File: src/rtl/pattern_gen_fifo_if.sv
// FIFO write-port bundle between the pattern generator (master) and the
// downstream user data FIFO (slave).
interface pattern_gen_fifo_if #(
    parameter int DATA_WIDTH = 32
);
    logic [DATA_WIDTH-1:0] TEST_OUT;
    logic                  WR_EN;
    logic                  FIFO_FULL;

    modport master (
        output TEST_OUT,
        output WR_EN,
        input  FIFO_FULL
    );

    modport slave (
        input  TEST_OUT,
        input  WR_EN,
        output FIFO_FULL
    );
endinterface

File: src/rtl/pattern_gen_fifo.sv
// Test-pattern source: streams {frame_cnt, word_idx} words into a FIFO write
// port in one-shot, continuous or gapped-burst mode, honouring FIFO_FULL.
module pattern_gen_fifo #(
    parameter int DATA_WIDTH = 32,
    parameter int CNT_WIDTH  = 16,
    parameter int GAP_WIDTH  = 8
) (
    input  logic                 CLK,
    input  logic                 RST,
    input  logic                 START,
    input  logic                 STOP,
    input  logic [1:0]           MODE,
    input  logic [CNT_WIDTH-1:0] LIMIT,
    input  logic [GAP_WIDTH-1:0] GAP,
    pattern_gen_fifo_if.master   fifo,
    output logic                 BUSY,
    output logic                 DONE,
    output logic [31:0]          WORD_TOTAL
);
    localparam int FRAME_WIDTH = DATA_WIDTH - CNT_WIDTH;

    typedef enum logic [1:0] {
        S_IDLE,
        S_RUN,
        S_GAP,
        S_DONE
    } state_t;

    typedef enum logic [1:0] {
        M_ONESHOT    = 2'd0,
        M_CONTINUOUS = 2'd1,
        M_BURST      = 2'd2,
        M_RESERVED   = 2'd3
    } mode_t;

    state_t                 state_q;
    state_t                 state_d;
    mode_t                  mode_q;
    logic [CNT_WIDTH-1:0]   limit_q;
    logic [GAP_WIDTH-1:0]   gap_q;
    logic [GAP_WIDTH-1:0]   gap_cnt;
    logic [CNT_WIDTH-1:0]   word_idx;
    logic [FRAME_WIDTH-1:0] frame_cnt;

    logic                   start_run;
    logic                   wr;
    logic                   enter_gap;
    logic                   frame_end;
    logic [CNT_WIDTH-1:0]   last_idx;

    // LIMIT = 0 wraps to all-ones here, giving a full 2^CNT_WIDTH-word frame.
    assign last_idx  = limit_q - CNT_WIDTH'(1);
    assign frame_end = (word_idx == last_idx);

    assign fifo.TEST_OUT = {frame_cnt, word_idx};

    always_ff @(posedge CLK or negedge RST) begin
        if (!RST) begin
            state_q <= S_IDLE;
        end else begin
            // NOTE: sequential state uses non-blocking assignments so every
            // flop samples pre-edge values regardless of block ordering.
            state_q <= state_d;
        end
    end

    always_comb begin
        // NOTE: every output of this block gets a default first; a missing
        // branch assignment would otherwise infer a latch.
        state_d    = state_q;
        start_run  = 1'b0;
        wr         = 1'b0;
        enter_gap  = 1'b0;
        fifo.WR_EN = 1'b0;
        BUSY       = 1'b0;
        DONE       = 1'b0;

        case (state_q)
            S_IDLE: begin
                if (START && !STOP) begin
                    state_d   = S_RUN;
                    start_run = 1'b1;
                end
            end

            S_RUN: begin
                BUSY = 1'b1;
                if (STOP) begin
                    state_d = S_IDLE;
                end else if (!fifo.FIFO_FULL) begin
                    wr         = 1'b1;
                    fifo.WR_EN = 1'b1;
                    if (frame_end) begin
                        case (mode_q)
                            M_CONTINUOUS: state_d = S_RUN;
                            M_BURST: begin
                                if (gap_q != '0) begin
                                    state_d   = S_GAP;
                                    enter_gap = 1'b1;
                                end
                            end
                            default: state_d = S_DONE;
                        endcase
                    end
                end
            end

            S_GAP: begin
                BUSY = 1'b1;
                if (STOP) begin
                    state_d = S_IDLE;
                end else if (gap_cnt == GAP_WIDTH'(1)) begin
                    state_d = S_RUN;
                end
            end

            S_DONE: begin
                DONE    = 1'b1;
                state_d = S_IDLE;
            end

            default: state_d = S_IDLE;
        endcase
    end

    always_ff @(posedge CLK or negedge RST) begin
        if (!RST) begin
            mode_q     <= M_ONESHOT;
            limit_q    <= '0;
            gap_q      <= '0;
            gap_cnt    <= '0;
            word_idx   <= '0;
            frame_cnt  <= '0;
            WORD_TOTAL <= '0;
        end else begin
            if (start_run) begin
                mode_q     <= mode_t'(MODE);
                limit_q    <= LIMIT;
                gap_q      <= GAP;
                word_idx   <= '0;
                frame_cnt  <= '0;
                WORD_TOTAL <= '0;
            end else if (wr) begin
                if (WORD_TOTAL != 32'hFFFF_FFFF) begin
                    WORD_TOTAL <= WORD_TOTAL + 32'd1;
                end
                if (frame_end) begin
                    word_idx <= '0;
                    // One-shot (and reserved) runs end here, so the frame number stays put.
                    if (mode_q == M_CONTINUOUS || mode_q == M_BURST) begin
                        frame_cnt <= frame_cnt + FRAME_WIDTH'(1);
                    end
                end else begin
                    word_idx <= word_idx + CNT_WIDTH'(1);
                end
            end

            if (enter_gap) begin
                gap_cnt <= gap_q;
            end else if (state_q == S_GAP) begin
                gap_cnt <= gap_cnt - GAP_WIDTH'(1);
            end
        end
    end
endmodule

File: src/flat_wrapper.sv
// flat-port wrapper written by rule: the top's interface ports become plain ports
module pattern_gen_fifo_flat 
#(
    parameter int DATA_WIDTH = 32,
    parameter int CNT_WIDTH  = 16,
    parameter int GAP_WIDTH  = 8
)
  (CLK, RST, START, STOP, MODE, LIMIT, GAP, BUSY, DONE, WORD_TOTAL, fifo_TEST_OUT, fifo_WR_EN, fifo_FIFO_FULL);
  pattern_gen_fifo_if #(.DATA_WIDTH(DATA_WIDTH)) fifo_i ();
  input  logic CLK;
  input  logic RST;
  input  logic START;
  input  logic STOP;
  input  logic [1:0] MODE;
  input  logic [CNT_WIDTH-1:0] LIMIT;
  input  logic [GAP_WIDTH-1:0] GAP;
  output logic BUSY;
  output logic DONE;
  output logic [31:0] WORD_TOTAL;
  output wire logic [$bits(fifo_i.TEST_OUT)-1:0] fifo_TEST_OUT;
  output wire logic [$bits(fifo_i.WR_EN)-1:0] fifo_WR_EN;
  input wire logic [$bits(fifo_i.FIFO_FULL)-1:0] fifo_FIFO_FULL;
  assign fifo_TEST_OUT = fifo_i.TEST_OUT;
  assign fifo_WR_EN = fifo_i.WR_EN;
  assign fifo_i.FIFO_FULL = fifo_FIFO_FULL;
  pattern_gen_fifo #(.DATA_WIDTH(DATA_WIDTH), .CNT_WIDTH(CNT_WIDTH), .GAP_WIDTH(GAP_WIDTH)) u_core (.CLK(CLK), .RST(RST), .START(START), .STOP(STOP), .MODE(MODE), .LIMIT(LIMIT), .GAP(GAP), .fifo(fifo_i), .BUSY(BUSY), .DONE(DONE), .WORD_TOTAL(WORD_TOTAL));
endmodule
File: config.mk
export PLATFORM = sky130hd
export DESIGN_NAME = pattern_gen_fifo_flat
export DESIGN_NICKNAME = d
export VERILOG_FILES = /design/src/rtl/pattern_gen_fifo_if.sv /design/src/rtl/pattern_gen_fifo.sv /design/src/flat_wrapper.sv
export SDC_FILE = /design/constraint.sdc
export NUM_CORES = 1
export LEC_CHECK = 0
export BUFFER_PORTS_ARGS = -buffer_cell sky130_fd_sc_hd__buf_2
export CAP_MARGIN = 20
export CORE_AREA = 2 2 104 106
export DETAILED_ROUTE_END_ITERATION = 16
export DIE_AREA = 0 0 106 108
export GPL_TIMING_DRIVEN = 1
export PLACE_DENSITY = 0.83
export SETUP_SLACK_MARGIN = 0.1
export SLEW_MARGIN = 20
export SYNTH_ARGS = -nofsm -noshare
export SYNTH_HDL_FRONTEND = slang
export SYNTH_SLANG_ARGS = --single-unit
File: constraint.sdc
create_clock -name CLK -period 4.4 [get_ports CLK]
set_input_delay 0.44 -clock CLK [delete_from_list [all_inputs] [get_ports CLK]]
set_output_delay 0.44 -clock CLK [all_outputs]
set_load 0.05 [all_outputs]
==> results of run 1 <==
worst max-delay path by stage:
stage                                       start                             to  slack [ns]  depth (start not counted)
finish              u_core.limit_q[0]$_DFFE_PN0P_  u_core.gap_cnt[4]$_DFFE_PN0P_        0.74                         10
global route        u_core.limit_q[0]$_DFFE_PN0P_  u_core.gap_cnt[0]$_DFFE_PN0P_        0.54                         10
CTS                 u_core.limit_q[0]$_DFFE_PN0P_  u_core.gap_cnt[6]$_DFFE_PN0P_        0.75                         10
detailed placement  u_core.limit_q[0]$_DFFE_PN0P_  u_core.gap_cnt[6]$_DFFE_PN0P_        0.76                         10
global placement    u_core.limit_q[0]$_DFFE_PN0P_  u_core.gap_cnt[2]$_DFFE_PN0P_        0.96                         10
floorplan           u_core.limit_q[0]$_DFFE_PN0P_  u_core.gap_cnt[0]$_DFFE_PN0P_        1.31                         10
cells in the mapped netlist (3+ instances only):
library cell / instances / area share (%)
sky130_fd_sc_hd__inv_1: 17 / 1.1
sky130_fd_sc_hd__o41ai_1: 5 / 0.77
sky130_fd_sc_hd__o21ai_0: 11 / 0.97
sky130_fd_sc_hd__ha_1: 13 / 2.9
sky130_fd_sc_hd__nand2_1: 127 / 8.4
sky130_fd_sc_hd__or3_1: 8 / 0.89
sky130_fd_sc_hd__o211ai_1: 7 / 0.93
sky130_fd_sc_hd__nand2b_1: 12 / 1.3
sky130_fd_sc_hd__a211oi_1: 3 / 0.40
sky130_fd_sc_hd__clkbuf_1: 20 / 1.3
sky130_fd_sc_hd__nor3_1: 8 / 0.71
sky130_fd_sc_hd__nand4_1: 21 / 2.3
sky130_fd_sc_hd__nand3_1: 26 / 2.3
sky130_fd_sc_hd__nor4_1: 8 / 0.89
sky130_fd_sc_hd__mux2i_1: 6 / 1.1
sky130_fd_sc_hd__and4_1: 3 / 0.46
sky130_fd_sc_hd__mux2_4: 8 / 2.1
sky130_fd_sc_hd__xnor2_1: 25 / 3.9
sky130_fd_sc_hd__or2_2: 4 / 0.44
sky130_fd_sc_hd__nor2_1: 63 / 4.2
sky130_fd_sc_hd__a22oi_1: 3 / 0.40
sky130_fd_sc_hd__a21oi_1: 9 / 0.80
sky130_fd_sc_hd__and3_1: 14 / 1.5
sky130_fd_sc_hd__a31oi_1: 4 / 0.44
sky130_fd_sc_hd__xor2_1: 41 / 6.4
sky130_fd_sc_hd__buf_1: 4 / 0.27
sky130_fd_sc_hd__or4_1: 13 / 1.7
sky130_fd_sc_hd__dfrtp_1: 100 / 44
sky130_fd_sc_hd__o311ai_0: 5 / 0.77
sky130_fd_sc_hd__or3b_2: 4 / 0.62
sequential cells by signal (all words and copies together) (netlist names):
name,flops
u_core.WORD_TOTAL,32
u_core.gap_q,8
u_core.mode_q,2
u_core.gap_cnt,8
u_core.frame_cnt,16
u_core.state_q,2
u_core.limit_q,16
u_core.word_idx,16
final cells by class:
cell class	instances	area (um^2)
Clock inverter	2	10.0
Multi-Input combinational cell	481	2980
Clock buffer	13	159
Tap cell	136	170
Sequential cell	100	2500
Inverter	18	67.6
Fill cell	874	3800
Timing Repair Buffer	104	541
power breakdown:
group          internal [W]  leakage, nW  switching, W
clock network      0.000233       0.0893      0.000298
registers           0.00107         1.35      0.000216
logic              0.000333         1.80      0.000565
routing by layer:
layer  GRT usage, %  vias up  share of wire (%)  wire length, um
li1               -     2341                  -                -
met2           41.0      177                 49             6650
met5              0        -                  0                0
met1           31.0     2415                 41             5590
met4           10.6        0                3.0              412
met3           5.73       34                6.4              870
metrics by stage:
stage	utilization, %	cell area (um^2)	total power, W	std cells	setup slack (ns)
3_3_place_gp	61.2	6260	0.00213	839	0.957
5_1_grt	62.8	6430	0.00290	854	0.538
2_1_floorplan	-	5650	0.00194	625	1.31
6_report	62.8	6430	0.00271	854	0.739
3_5_place_dp	61.2	6260	0.00219	839	0.763
4_1_cts	62.8	6430	0.00273	854	0.750
cell families after synthesis:
family          after synthesis
mux                          15
fa+ha+maj                    13
simple gates                326
xor+xnor                     66
compound gates               61
flops                       100
buf+inv                      44
==> flow_summary.rst, run 1 <==
.. list-table::
   :header-rows: 1

   * - Metric
     - Value
   * - Cts hold-fix bufs
     - 0
   * - Timing-limited maximum frequency
     - 273 MHz
   * - I/O pin count
     - 98
   * - Final setup fails
     - 0
   * - Worst min-delay path category
     - input pin to async pin
   * - Per-cell routed wire length
     - 15.8 um
   * - Source-to-sink clock delay at the later pin of the worst-skew pair
     - 0.36 ns
   * - Number of antenna violations at the first check in global routing
     - 0
   * - DRC violation total after the first TritonRoute iteration
     - 286
   * - CP max-delay cell
     - sky130_fd_sc_hd__or3_1
   * - Leftover overflow at the end of global routing
     - 0
   * - Synth-to-Final Area Change
     - 13.7%
   * - Number of optimization iterations in the first detailed-route pass
     - 5
   * - Syn nets
     - 669
   * - Adder-cell area share of the yosys netlist
     - 2.88%
   * - Synth warn
     - 0
   * - Outcome
     - completed
   * - Initial cell density of the core
     - 55.3%
   * - Worst-case clock buffer depth
     - 2
   * - Register area share after synthesis
     - 44.3%
   * - Last weighted congestion value of the routability-driven placer
     - 0.922
   * - Chip Width
     - 106 um
   * - Drt drc
     - 0
   * - Clock Root Buffer
     - sky130_fd_sc_hd__clkbuf_8
   * - Final antenna diode count
     - 0
   * - Leakage power
     - 3.24 nW
   * - Skew final
     - 0.0108 ns
   * - Reg2Reg Launch Point
     - u_core.limit_q[0]$_DFFE_PN0P_
   * - Number of buffers and inverters on the critical path
     - 2
   * - Clock tree from TritonCTS
     - built
   * - Share of cell area taken by muxes after synthesis
     - 3.39%
   * - R2r worst-path depth
     - 10
   * - IR drop worst, VDD
     - 0.000266 V
   * - Register-to-register path setup slack
     - 0.74 ns
   * - Post-detailed-route count of antenna-violating nets
     - 0
   * - Clock edge transition at the registers on the reported setup and hold paths
     - 0.09 ns
   * - Hold_ws
     - 0.175 ns
   * - H-tree level count
     - 3
   * - Critical Path RT
     - 4.65 ns
   * - Setup bufs post-CTS
     - 0
   * - Minimum clock period after layout
     - 3.66 ns
   * - Max cap viols
     - 0
   * - Final Hold Violating Endpoints
     - 0
   * - Commonest non-fill, non-tap cells in the layout
     - 127 x sky130_fd_sc_hd__nand2_1, 100 x sky130_fd_sc_hd__dfrtp_1, 96 x sky130_fd_sc_hd__buf_2
   * - RSZ-0062 raised after global routing
     - false
   * - Vert. Die Dim
     - 108 um
   * - Startpoint-to-endpoint class of the critical path
     - flop to flop
   * - Leading cell type in the layout, fill and taps excluded
     - sky130_fd_sc_hd__nand2_1
   * - Post-route clock period utilization
     - 83.2%
   * - Maximum fanout count along the critical path
     - 34
   * - CTS resizes
     - 0
   * - Overall routed net length
     - 13,500 um
   * - Cell breakdown of the critical path
     - inv_1 > ha_1 > nor3b_4 > nand4_2 > or4_1 > a221oi_1 > nand4_1 > buf_4 > or3_1 > mux2_4
   * - Number of clock sinks
     - 100
   * - Max-slew headroom
     - 42.3%
   * - Number of global-route vias before repair
     - 4,823
   * - Share of the synthesized area in compound gates (AO/OA/AOI/OAI)
     - 7.64%
   * - Count of input and output buffers
     - 97
   * - Number of cells produced by synthesis
     - 625
   * - Startpoint type of the worst setup path
     - flop
   * - Wire length of the first global-routing pass
     - 22,600 um
   * - Overall fraction of global-route tracks in use
     - 24.6%
   * - Core Footprint
     - 10,200 um^2
   * - Via-per-instance ratio
     - 5.82
   * - Worst reg2reg endpoint
     - u_core.gap_cnt[4]$_DFFE_PN0P_
   * - Worst slew pin tran
     - 0.860 ns
   * - Parity-gate share of the synthesized area counting xor and xnor cells
     - 10.2%
   * - Proportion of layout cells with a drive suffix above 1
     - 19.6%
   * - Number of vias in the routed layout
     - 4,967
   * - Accumulated negative setup slack
     - 0 ns
   * - Slowest Stage Delay on Critical Path
     - 0.62 ns
   * - Max-slew violation count
     - 0
   * - Count of cell types in the netlist
     - 55
   * - Family with the most delay on the worst path
     - simple AND/OR/NAND/NOR gates
   * - Post-Syn Area
     - 5650 um^2
   * - Power per unit of standard cell area
     - 422 nW/um^2
   * - Floorplan row count
     - 37
   * - Clock buffer count from CTS
     - 9
   * - Maximum number of pins on one net before global-route repair
     - 71
   * - Dominant combinational cell family by area after synthesis
     - simple AND/OR/NAND/NOR gates
   * - Synth Area in Simple Gates
     - 28.5%
   * - Dpl hpwl
     - 9660 um
   * - Number of nets in the final layout
     - 758
   * - Crit path arrival time
     - 3.91 ns
   * - Ys async rst share
     - 100%
   * - Number of enable flip-flop cells after synthesis
     - 0
   * - Primary FF master, synth
     - sky130_fd_sc_hd__dfrtp_1
   * - Element type at the critical path end
     - flop
   * - Die area
     - 11,400 um^2
   * - Synthesized flop and latch total
     - 100
   * - Avg Cell Area, Syn
     - 9.04 um^2
Note: power is estimated with default switching activity, not from simulation.
==> run 2: changes to the inputs <==
==> constraint.sdc (replaced) <==
create_clock -name CLK -period 3.4 [get_ports CLK]
set_input_delay 0.34 -clock CLK [delete_from_list [all_inputs] [get_ports CLK]]
set_output_delay 0.34 -clock CLK [all_outputs]
set_load 0.05 [all_outputs]
==> run 2 against run 1 <==
  * Routed wire length is 0.27% lower
  * Final area is 1.5% higher
  * Die area stayed put
  * Register-to-register slack worse by 0.45 ns
  * Combinational power is 29% higher
  * Largest cell class unchanged
  * Utilization is 0.94 points higher
  * Via count is 2.4% lower
  * Hold slack worse by 0.16 ns
  * Global-route usage is 0.078 points higher
  * Highest routed layer unchanged
  * Clock power is 57% higher
==> flow_summary.rst, run 2 (synthesis gave the netlist of run 1 again) <==
.. list-table::
   :header-rows: 1

   * - Metric
     - Value
   * - Outcome
     - completed (unchanged)
   * - Via-per-instance ratio
     - 5.63 (was 5.82)
   * - Final Instance Count excl. Fillers
     - 861 (was 854)
   * - Max cap viols
     - 0 (unchanged)
   * - Worst reg2reg endpoint
     - u_core.frame_cnt[14]$_DFFE_PN0P_ (was u_core.gap_cnt[4]$_DFFE_PN0P_)
   * - RSZ-0062 raised after global routing
     - false (unchanged)
   * - IR drop worst, VDD
     - 0.000269 V (was 0.000266 V)
   * - Accumulated negative setup slack
     - 0 ns (unchanged)
   * - CP max-delay cell
     - sky130_fd_sc_hd__or4_1 (was sky130_fd_sc_hd__or3_1)
   * - Leading cell type in the layout, fill and taps excluded
     - sky130_fd_sc_hd__nand2_1 (unchanged)
   * - Register name with the most flops
     - u_core.WORD_TOTAL (unchanged)
   * - Final Hold Violating Endpoints
     - 0 (unchanged)
   * - Met3 global-route usage
     - 5.00% (was 5.73%)
   * - Reg2Reg Launch Point
     - u_core.limit_q[0]$_DFFE_PN0P_ (unchanged)
   * - Initial cell density of the core
     - 55.3% (unchanged)
   * - Leakage power
     - 3.30 nW (was 3.24 nW)
   * - Number of clock sinks
     - 100 (unchanged)
   * - Worst min-delay path category
     - input pin to async pin (unchanged)
   * - Overall routed net length
     - 13,500 um (about the same)
   * - Startpoint type of the worst setup path
     - flop (unchanged)
   * - Clock Root Buffer
     - sky130_fd_sc_hd__clkbuf_8 (unchanged)
   * - Core Footprint
     - 10,200 um^2 (unchanged)
   * - Slowest Stage Delay on Critical Path
     - 0.50 ns (was 0.62 ns)
   * - Finished Cell Area
     - 6520 um^2 (was 6430 um^2)
   * - Chip Width
     - 106 um (unchanged)
   * - Source-to-sink clock delay at the later pin of the worst-skew pair
     - 0.38 ns (was 0.36 ns)
   * - Worst-case clock buffer depth
     - 2 (unchanged)
   * - Register-to-register path setup slack
     - 0.28 ns (was 0.74 ns)
   * - Setup WS post-layout
     - 0.284 ns (was 0.739 ns)
   * - Minimum clock period after layout
     - 3.12 ns (was 3.66 ns)
   * - Count of input and output buffers
     - 97 (unchanged)
   * - DRC violation total after the first TritonRoute iteration
     - 287 (was 286)
   * - Vert. Die Dim
     - 108 um (unchanged)
   * - Final setup fails
     - 0 (unchanged)
   * - Cell breakdown of the critical path
     - inv_1 > ha_1 > nor3b_4 > nand4_2 > or4_1 > a221oi_1 > nand4_1 > buf_4 > nor4_1 > mux2i_1 (was inv_1 > ha_1 > nor3b_4 > nand4_2 > or4_1 > a221oi_1 > nand4_1 > buf_4 > or3_1 > mux2_4)
   * - Drt drc
     - 0 (unchanged)
   * - Startpoint-to-endpoint class of the critical path
     - flop to flop (unchanged)
   * - Synth-to-Final Area Change
     - 15.4% (was 13.7%)
   * - Worst-case setup slack after placement
     - 0.217 ns (was 0.763 ns)
   * - Max-slew headroom
     - 51.7% (was 42.3%)
   * - Timing-limited maximum frequency
     - 321 MHz (was 273 MHz)
   * - Critical Path RT
     - 3.71 ns (was 4.65 ns)
   * - Worst slew pin tran
     - 0.725 ns (was 0.860 ns)
   * - Skew final
     - 0.00696 ns (was 0.0108 ns)
   * - Floorplan row count
     - 37 (unchanged)
   * - Post-DP Area
     - 6300 um^2 (was 6260 um^2)
   * - Number of antenna violations at the first check in global routing
     - 0 (unchanged)
   * - Met1 Track Usage GR
     - 30.7% (was 31.0%)
   * - Last weighted congestion value of the routability-driven placer
     - 0.949 (was 0.922)
   * - Wire length of the first global-routing pass
     - 22,600 um (about the same)
   * - H-tree level count
     - 3 (unchanged)
   * - Post-detailed-route count of antenna-violating nets
     - 0 (unchanged)
   * - Clock buffer count from CTS
     - 9 (unchanged)
   * - Total instance count after detailed placement
     - 845 (was 839)
   * - Number of optimization iterations in the first detailed-route pass
     - 4 (was 5)
   * - Per-cell routed wire length
     - 15.7 um (was 15.8 um)
   * - R2r worst-path depth
     - 10 (unchanged)
   * - Commonest non-fill, non-tap cells in the layout
     - 127 x sky130_fd_sc_hd__nand2_1, 100 x sky130_fd_sc_hd__dfrtp_1, 96 x sky130_fd_sc_hd__buf_2 (unchanged)
   * - Max-slew violation count
     - 0 (unchanged)
   * - Number of global-route vias before repair
     - 4,820 (was 4,823)
   * - Clock tree from TritonCTS
     - built (unchanged)
   * - Leftover overflow at the end of global routing
     - 0 (unchanged)
   * - Maximum fanout count along the critical path
     - 33 (was 34)
   * - Post-route clock period utilization
     - 91.6% (was 83.2%)
   * - GR Util met2
     - 42.4% (was 41.0%)
   * - Dpl hpwl
     - 9660 um (about the same)
   * - Crit path arrival time
     - 3.42 ns (was 3.91 ns)
   * - Proportion of layout cells with a drive suffix above 1
     - 20.8% (was 19.6%)
   * - Overall power
     - 0.00366 W (was 0.00271 W)
   * - Die area
     - 11,400 um^2 (unchanged)
   * - Maximum number of pins on one net before global-route repair
     - 71 (unchanged)
   * - Number of vias in the routed layout
     - 4,847 (was 4,967)
   * - Number of nets in the final layout
     - 764 (was 758)
   * - Overall fraction of global-route tracks in use
     - 24.7% (was 24.6%)
   * - Final antenna diode count
     - 0 (unchanged)
   * - Clock edge transition at the registers on the reported setup and hold paths
     - 0.09 ns (about the same)
   * - Element type at the critical path end
     - flop (unchanged)
   * - I/O pin count
     - 98 (unchanged)
   * - Number of flip-flops under the largest register name
     - 32 (unchanged)
   * - Power per unit of standard cell area
     - 561 nW/um^2 (was 422 nW/um^2)
   * - Most Crowded Layer GR
     - met2 (unchanged)
run 2: cell types whose count changed in the layout (fill, tap and decap cells not counted), sizes merged:
cell      before  now
buf          104  110
clkbuf        13    9
bufinv         0    2
clkinv         3    5
clkinvlp       0    1
run 2: worst max path at each step:
stage / start / to / slack (ns) / cells after the start
finish: u_core.limit_q[0]$_DFFE_PN0P_ / u_core.frame_cnt[14]$_DFFE_PN0P_ / 0.28 / 10
global route: u_core.limit_q[0]$_DFFE_PN0P_ / u_core.frame_cnt[14]$_DFFE_PN0P_ / 0.11 / 11
CTS: u_core.limit_q[0]$_DFFE_PN0P_ / u_core.gap_cnt[7]$_DFFE_PN0P_ / 0.18 / 9
detailed placement: u_core.limit_q[0]$_DFFE_PN0P_ / u_core.gap_cnt[6]$_DFFE_PN0P_ / 0.22 / 9
global placement: u_core.limit_q[0]$_DFFE_PN0P_ / u_core.gap_cnt[2]$_DFFE_PN0P_ / 0.32 / 9
floorplan: u_core.limit_q[0]$_DFFE_PN0P_ / u_core.gap_cnt[0]$_DFFE_PN0P_ / 0.31 / 10
run 2: worst max-delay path: cells and delay by family, from the launching register on:
kind | cells | cell delay (ns)
multiplexers | 1 | 0.23
buffers and inverters | 2 | 0.40
AND/OR/NAND/NOR | 5 | 1.43
flip-flops | 1 | 0.46
adder cells (fa/ha/maj) | 1 | 0.19
AO/OA/AOI/OAI | 1 | 0.31
run 2: repair_timing:
action / CTS / global route
resized for setup: 0 / 1
setup endpoints to repair: 0 / 8
setup buffers: 0 / 0
hold buffers: 0 / 0
endpoints found under the hold margin: 0 / 0
run 2: through the flow:
| step | util [%] | hold WS [ns] |
|---|---|---|
| 6_report | 63.8 | 0.0162 |
| 4_1_cts | 63.7 | 0.0276 |
| 3_5_place_dp | 61.6 | 0.448 |
| 5_1_grt | 63.8 | 0.0642 |
| 2_1_floorplan | - | 0.0444 |
| 3_3_place_gp | 61.6 | 0.436 |
run 2: where the power goes:
| part | switching, W | internal (W) | total, W |
|---|---|---|---|
| Clock | 0.000422 | 0.000412 | 0.000833 |
| Combinational | 0.000716 | 0.000442 | 0.00116 |
| Sequential | 0.000288 | 0.00138 | 0.00167 |
run 2: final cells by class:
class,instances,area [um^2]
Fill cell,871,3710
Clock inverter,7,91.3
Multi-Input combinational cell,481,2980
Tap cell,136,170
Timing Repair Buffer,110,586
Inverter,18,67.6
Sequential cell,100,2500
Clock buffer,9,124
run 2: layer usage:
layer / part of all wire (%) / vias up / wire length, um
met4: 2.3 / 0 / 313
met3: 5.7 / 23 / 765
met1: 43 / 2354 / 5840
met5: 0 / - / 0
li1: - / 2349 / -
met2: 49 / 121 / 6570
